--- config.mk ---
export PLATFORM = sky130hd
export DESIGN_NAME = usb_mem_arb_flat
export DESIGN_NICKNAME = d
export VERILOG_FILES = /design/src/rtl/usb_mem_pkg.sv /design/src/rtl/usb_mem_arb_if.sv /design/src/rtl/usb_mem_starve_cnt.sv /design/src/rtl/usb_mem_arb.sv /design/src/flat_wrapper.sv
export SDC_FILE = /design/constraint.sdc
export NUM_CORES = 1
export LEC_CHECK = 0
export BUFFER_PORTS_ARGS = -buffer_cell sky130_fd_sc_hd__buf_2
export CORE_AREA = 2 2 96 98
export CTS_CLUSTER_DIAMETER = 200
export DETAILED_ROUTE_END_ITERATION = 16
export DIE_AREA = 0 0 98 100
export HOLD_SLACK_MARGIN = 0.02
export PLACE_DENSITY = 0.69
export SLEW_MARGIN = 20
export SYNTH_ARGS = -nofsm -noshare
export SYNTH_HDL_FRONTEND = slang
export SYNTH_SLANG_ARGS = --single-unit
--- constraint.sdc ---
create_clock -name clk -period 4.7 [get_ports clk]
set_input_delay 1.41 -clock clk [delete_from_list [all_inputs] [get_ports clk]]
set_output_delay 1.41 -clock clk [all_outputs]
set_load 0.02 [all_outputs]
--- src/rtl/usb_mem_pkg.sv ---
`default_nettype none
// ---------------------------------------------------------------------------
// usb_mem_pkg : shared defaults and Wishbone-port state encoding for usb_mem_arb
// Revision    : 1.0
// ---------------------------------------------------------------------------
package usb_mem_pkg;

  localparam int AW_DEF         = 15;
  localparam int DW_DEF         = 32;
  localparam int STARVE_LIM_DEF = 8;

  typedef enum logic [2:0] {
    W_IDLE   = 3'd0,
    W_PEND   = 3'd1,
    W_RDWAIT = 3'd2,
    W_ACK    = 3'd3,
    W_TURN   = 3'd4
  } w_state_e;

  function automatic int cnt_w(input int lim);
    return (lim < 1) ? 1 : $clog2(lim + 1);
  endfunction

endpackage
`default_nettype wire

--- src/rtl/usb_mem_arb_if.sv ---
`default_nettype none
// ---------------------------------------------------------------------------
// usb_mem_arb_if : USB-engine, Wishbone and SRAM-side buses of the arbiter
// Revision       : 1.0
// ---------------------------------------------------------------------------
interface usb_mem_arb_if
  import usb_mem_pkg::*;
#(
  parameter int AW = AW_DEF,
  parameter int DW = DW_DEF
);

  logic          m_req;
  logic          m_we;
  logic [AW-1:0] m_adr;
  logic [DW-1:0] m_dout;
  logic          m_ack;
  logic [DW-1:0] m_din;

  logic          w_req;
  logic          w_we;
  logic [AW-1:0] w_adr;
  logic [DW-1:0] w_dout;
  logic          w_ack;
  logic [DW-1:0] w_din;

  logic [AW-1:0] sram_adr;
  logic [DW-1:0] sram_dout;
  logic [DW-1:0] sram_din;
  logic          sram_re;
  logic          sram_we;

  modport slave (
    input  m_req, m_we, m_adr, m_dout,
    output m_ack, m_din,
    input  w_req, w_we, w_adr, w_dout,
    output w_ack, w_din,
    output sram_adr, sram_dout, sram_re, sram_we,
    input  sram_din
  );

  modport master (
    output m_req, m_we, m_adr, m_dout,
    input  m_ack, m_din,
    output w_req, w_we, w_adr, w_dout,
    input  w_ack, w_din,
    input  sram_adr, sram_dout, sram_re, sram_we,
    output sram_din
  );

endinterface
`default_nettype wire

--- src/rtl/usb_mem_starve_cnt.sv ---
`default_nettype none
// ---------------------------------------------------------------------------
// usb_mem_starve_cnt : saturating W wait counter, force_o once LIM is reached
// Revision           : 1.0
// ---------------------------------------------------------------------------
module usb_mem_starve_cnt
  import usb_mem_pkg::*;
#(
  parameter int LIM = STARVE_LIM_DEF
) (
  input  logic clk,
  input  logic rst_n,
  input  logic wait_i,
  input  logic clr_i,
  output logic force_o
);

  localparam int CW = cnt_w(LIM);

  logic [CW-1:0] cnt_q;
  logic [CW-1:0] cnt_d;

  always_comb begin
    cnt_d = cnt_q;
    if (clr_i) begin
      cnt_d = '0;
    end else if (wait_i && (cnt_q != CW'(LIM))) begin
      cnt_d = cnt_q + CW'(1);
    end
  end

  always_ff @(posedge clk or negedge rst_n) begin
    if (!rst_n) begin
      cnt_q <= '0;
    end else begin
      cnt_q <= cnt_d;
    end
  end

  assign force_o = (cnt_q == CW'(LIM));

endmodule
`default_nettype wire

--- src/rtl/usb_mem_arb.sv ---
`default_nettype none
// ---------------------------------------------------------------------------
// usb_mem_arb : SRAM arbiter, USB engine (high prio) vs Wishbone (low prio).
// Revision    : 1.0   Optional W starvation guard: USB_MEM_ARB_FAIR_EN
// ---------------------------------------------------------------------------
module usb_mem_arb
  import usb_mem_pkg::*;
#(
  parameter int AW         = AW_DEF,
  parameter int DW         = DW_DEF,
  parameter int STARVE_LIM = STARVE_LIM_DEF
) (
  input  logic          clk,
  input  logic          rst_n,
  usb_mem_arb_if.slave  bus
);

  w_state_e      state_q;
  w_state_e      state_d;
  logic [DW-1:0] w_din_q;
  logic [DW-1:0] w_din_d;

  logic          w_force;
  logic          w_pend;
  logic          m_issue;
  logic          w_issue;

  logic [AW-1:0] adr_mux;
  logic [DW-1:0] dout_mux;
  logic          re_mux;
  logic          we_mux;

  assign w_pend  = (state_q == W_PEND);
  assign m_issue = bus.m_req && !w_force;
  assign w_issue = w_pend && !m_issue;

`ifdef USB_MEM_ARB_FAIR_EN
  logic starve_force;

  usb_mem_starve_cnt #(
    .LIM     (STARVE_LIM)
  ) u_starve_cnt (
    .clk     (clk),
    .rst_n   (rst_n),
    .wait_i  (w_pend && !w_issue),
    .clr_i   (w_issue),
    .force_o (starve_force)
  );

  assign w_force = starve_force && w_pend;
`else
  // Without the fairness guard the limit has no effect; this is constant 0.
  assign w_force = (STARVE_LIM < 0);
`endif

  always_comb begin
    adr_mux   = '0;
    dout_mux  = '0;
    re_mux    = 1'b0;
    we_mux    = 1'b0;
    bus.m_ack = 1'b0;
    if (m_issue) begin
      bus.m_ack = 1'b1;
      adr_mux   = bus.m_adr;
      dout_mux  = bus.m_dout;
      we_mux    = bus.m_we;
      re_mux    = !bus.m_we;
    end else if (w_issue) begin
      adr_mux   = bus.w_adr;
      dout_mux  = bus.w_dout;
      we_mux    = bus.w_we;
      re_mux    = !bus.w_we;
    end
  end

  assign bus.sram_adr  = adr_mux;
  assign bus.sram_dout = dout_mux;
  assign bus.sram_re   = re_mux;
  assign bus.sram_we   = we_mux;

  // No read latch: the SRAM zeroes its output when idle.
  assign bus.m_din = bus.sram_din;

  always_comb begin
    state_d = state_q;
    w_din_d = w_din_q;
    case (state_q)
      W_IDLE: begin
        if (bus.w_req) state_d = W_PEND;
      end
      W_PEND: begin
        if (w_issue) state_d = bus.w_we ? W_ACK : W_RDWAIT;
      end
      W_RDWAIT: begin
        w_din_d = bus.sram_din;
        state_d = W_ACK;
      end
      W_ACK:   state_d = W_TURN;
      // Turnaround ignores w_req so a late-dropped request is not re-issued.
      W_TURN:  state_d = W_IDLE;
      default: state_d = W_IDLE;
    endcase
  end

  always_ff @(posedge clk or negedge rst_n) begin
    if (!rst_n) begin
      state_q <= W_IDLE;
      w_din_q <= '0;
    end else begin
      state_q <= state_d;
      w_din_q <= w_din_d;
    end
  end

  assign bus.w_ack = (state_q == W_ACK);
  assign bus.w_din = w_din_q;

endmodule
`default_nettype wire

--- src/flat_wrapper.sv ---
// flat-port wrapper written by rule: the top's interface ports become plain ports
module usb_mem_arb_flat import usb_mem_pkg::*;
#(
  parameter int AW         = AW_DEF,
  parameter int DW         = DW_DEF,
  parameter int STARVE_LIM = STARVE_LIM_DEF
)
  (clk, rst_n, bus_m_req, bus_m_we, bus_m_adr, bus_m_dout, bus_m_ack, bus_m_din, bus_w_req, bus_w_we, bus_w_adr, bus_w_dout, bus_w_ack, bus_w_din, bus_sram_adr, bus_sram_dout, bus_sram_re, bus_sram_we, bus_sram_din);
  usb_mem_arb_if #(.AW(AW), .DW(DW)) bus_i ();
  input  logic clk;
  input  logic rst_n;
  input wire logic [$bits(bus_i.m_req)-1:0] bus_m_req;
  input wire logic [$bits(bus_i.m_we)-1:0] bus_m_we;
  input wire logic [$bits(bus_i.m_adr)-1:0] bus_m_adr;
  input wire logic [$bits(bus_i.m_dout)-1:0] bus_m_dout;
  output wire logic [$bits(bus_i.m_ack)-1:0] bus_m_ack;
  output wire logic [$bits(bus_i.m_din)-1:0] bus_m_din;
  input wire logic [$bits(bus_i.w_req)-1:0] bus_w_req;
  input wire logic [$bits(bus_i.w_we)-1:0] bus_w_we;
  input wire logic [$bits(bus_i.w_adr)-1:0] bus_w_adr;
  input wire logic [$bits(bus_i.w_dout)-1:0] bus_w_dout;
  output wire logic [$bits(bus_i.w_ack)-1:0] bus_w_ack;
  output wire logic [$bits(bus_i.w_din)-1:0] bus_w_din;
  output wire logic [$bits(bus_i.sram_adr)-1:0] bus_sram_adr;
  output wire logic [$bits(bus_i.sram_dout)-1:0] bus_sram_dout;
  output wire logic [$bits(bus_i.sram_re)-1:0] bus_sram_re;
  output wire logic [$bits(bus_i.sram_we)-1:0] bus_sram_we;
  input wire logic [$bits(bus_i.sram_din)-1:0] bus_sram_din;
  assign bus_i.m_req = bus_m_req;
  assign bus_i.m_we = bus_m_we;
  assign bus_i.m_adr = bus_m_adr;
  assign bus_i.m_dout = bus_m_dout;
  assign bus_m_ack = bus_i.m_ack;
  assign bus_m_din = bus_i.m_din;
  assign bus_i.w_req = bus_w_req;
  assign bus_i.w_we = bus_w_we;
  assign bus_i.w_adr = bus_w_adr;
  assign bus_i.w_dout = bus_w_dout;
  assign bus_w_ack = bus_i.w_ack;
  assign bus_w_din = bus_i.w_din;
  assign bus_sram_adr = bus_i.sram_adr;
  assign bus_sram_dout = bus_i.sram_dout;
  assign bus_sram_re = bus_i.sram_re;
  assign bus_sram_we = bus_i.sram_we;
  assign bus_i.sram_din = bus_sram_din;
  usb_mem_arb #(.AW(AW), .DW(DW), .STARVE_LIM(STARVE_LIM)) u_core (.clk(clk), .rst_n(rst_n), .bus(bus_i));
endmodule
==> flow_metrics.py <==
metrics = {
    "worst_setup_path": {
        "crit_path_max_fanout": 100,
        "cpLargestDelayFamily": "buffers and inverters",
        "cp_slowest_cell": "buf_12",
        "reg2reg_slack_ns": 3.12,
        "worst_path_most_repeated_cell": "buf_2",
        "endpoint_kind": "output port",
        "max_stage_delay_ns": 0.21,
        "required_ns": 3.29,
        "startpoint_type": "input port",
        "critPathBufInv": 3,
        "critical_path_class": "in -> out",
        "r2r_start": "u_core.state_q[1]",
        "path_cells": "buf_2 > buf_12 > nor2_1 > nand2_1 > o21ai_0 > buf_2",
        "cp_data_arrival_time_ns": 2.23,
        "startpoint": "bus_m_req",
    },
    "timing": {
        "fin_crit_sh_pct": 77.5,
        "finalCriticalPeriod_ns": 3.64,
        "rsz0062_at_grt": "false",
        "fmax_mhz": 274,
        "slew_headroom_pct": 50.5,
        "finClkSkew_ns": 0.00249,
        "whs_ns": 0.492,
        "finalSetupTns_ns": 0,
        "hold_viol_final": 0,
        "worst_slew_pin_slew_ns": 0.743,
        "slew_violations": 0,
        "final-setup-viol-count": 0,
    },
    "pwr": {
        "power_density_nw_per_um2": 533,
        "switching_share_pct": 43.2,
        "p_leak_nw": 1.90,
        "pwr-share-comb_pct": 56.4,
        "peakVddDrop_uv": 219,
        "power_mw": 1.85,
        "p_clk_share_pct": 14.6,
        "intPower_mw": 1.05,
        "p_seq_share_pct": 29.0,
        "p_switching_mw": 0.798,
    },
    "outcome": {
        "status": "complete, no violations",
    },
    "hold_path": {
        "hp-class": "reg -> reg",
        "min-delay-start": "u_core.bus.w_din[18]",
    },
    "synth": {
        "synth_cells": 278,
        "synth_nets": 410,
        "synth_seq_cells": 35,
        "synth_mux_area_share_pct": 15.7,
        "synth_xor_area_share_pct": 0,
        "syn_area_per_cell_um2": 8.24,
        "synth_top_family_by_area": "simple AND/OR/NAND/NOR gates",
        "ys_types": 16,
        "synth-compound-area-share_pct": 11.4,
        "synth_fa_ha_area_share_pct": 0,
        "ys_seq_area_share_pct": 38.3,
        "ys_warn_count": 0,
        "synthSimpleGateAreaFrac_pct": 18.9,
        "syn_area_um2": 2290,
    },
    "clock_network": {
        "cts_tree": "built",
        "cts.sinks": 35,
        "cts_buffer_depth": 2,
        "clockRootBuffer": "clkbuf_8",
        "htree_levels": 2,
        "ctsResizeCount": 0,
        "cts_setup_buffers": 0,
        "clk-insertion-delay-late_ns": 0.27,
        "cts_buffers": 5,
        "cts_hold_buffers": 0,
        "clk_pin_slew_ns": 0.07,
    },
    "global_routing": {
        "overflow": 0,
        "track_usage_pct": 12.9,
        "use_met3_pct": 3.27,
        "busiest_layer": "met2",
        "met1_usage_pct": 15.2,
        "grt_pass1_vias": 2276,
        "antenna_found_initial": 0,
        "grt_pass1_wl_um": 10400,
        "use_met2_pct": 22.2,
        "grt_max_degree": 101,
    },
    "finish": {
        "fin_nets": 614,
        "area_growth_pct": 51.3,
        "final_common_cell": "buf_2",
        "final_area_um2": 3460,
        "num_antenna_cells": 0,
        "drive_gt1_share_pct": 59.8,
        "mostFrequentLayoutCells": "buf_2 (246), nand2_1 (97), o21ai_0 (50)",
    },
    "drt": {
        "antenna_left": 0,
        "routed_wl_um": 6740,
        "vias": 2544,
        "vias_per_cell": 4.28,
        "drt_iter0_markers": 37,
        "drcViolationCount": 0,
        "wl_per_cell_um": 11.3,
        "firstDrtPassIters": 4,
    },
    "floorplan": {
        "die_x_um": 98,
        "core_um2": 8890,
        "dieHeight_um": 100,
        "row_count": 35,
        "die_area_um2": 9800,
        "boundaryPins": 247,
        "start_util_pct": 25.8,
    },
    "flow_run": {
        "cap_viol_max_count": 0,
    },
    "placement": {
        "gp_congestion": 0.759,
        "portBuffers": 246,
        "post-dp-hpwl_um": 5710,
        "postPlaceCellArea_um2": 3350,
    },
}
-- cell families (layout without fill, tap and decap cells) --
family / count (synthesis) / count (layout)
buffers and inverters: 54 / 259
DFF: 35 / 35
and+or+nand+nor: 105 / 105
AOI/OAI and AO/OA: 52 / 52
muxes: 32 / 32
-- power groups by stage --
stage | combinational [mW] | sequential [mW] | clock, mW
5_1_grt | 1.13 | 0.558 | 0.297
3_3_place_gp | 1.05 | 0.536 | 0
6_report | 1.04 | 0.536 | 0.270
3_5_place_dp | 1.06 | 0.544 | 0
2_1_floorplan | 0.562 | 0.718 | 0
4_1_cts | 1.06 | 0.538 | 0.284
-- sequential cells by signal (all words and copies together), names as in the netlist --
register and count:
u_core.state_q 3, u_core.bus.w_din 32
-- final timing paths --
path                                        end  cells after the start
max                                 bus_sram_re                      6
min                        u_core.bus.w_din[18]                      1
max reg2reg                 u_core.bus.w_din[1]                      3
min reg2reg                u_core.bus.w_din[18]                      1
max in group asynchronous  u_core.bus.w_din[14]                      1
min in group asynchronous  u_core.bus.w_din[25]                      1
-- synth_stat cells --
cell	instances	area [um2]
a21oi_1	2	10.0
buf_2	4	20.0
buf_4	35	263
buf_6	3	33.8
clkbuf_1	10	37.5
dfrtp_1	35	876
inv_1	2	7.51
mux2_1	2	22.5
mux2_2	30	338
nand2_1	97	364
nor2_1	2	7.51
nor3b_1	3	22.5
nor3b_2	1	12.5
nor3b_4	1	18.8
o21ai_0	50	250
or3_1	1	6.26
-- routing by layer --
metal  wire length [um]  share of wire (%)  up-vias
met1               2640                 39     1082
met3                711                 11       17
met5                  0                  0        -
li1                   -                  -     1287
met4                198                2.9        0
met2               3180                 47      158
-- area by class of cell --
cell class	instances	area, um2
multi-input cells	189	1060
inverters	2	7.51
repair buffers	249	1270
fillers	940	5430
clock inverters	2	35.0
flip-flops and latches	35	876
clock buffers	6	82.6
well taps	111	139
-- worst reg2reg max path, stage by stage, from the launching register on --
cell     delay [ns]
dfrtp_1        0.48
nor3b_4        0.21
buf_4          0.37
mux2_2         0.40
-- metrics by stage --
stage,utilization [%],instances,setup slack (ns)
2_1_floorplan,-,278,0.908
3_3_place_gp,37.6,586,1.06
3_5_place_dp,37.6,586,1.06
4_1_cts,39.0,594,1.06
5_1_grt,39.0,594,0.969
6_report,39.0,594,1.06
No activity file was read; power rests on OpenSTA's default activity.
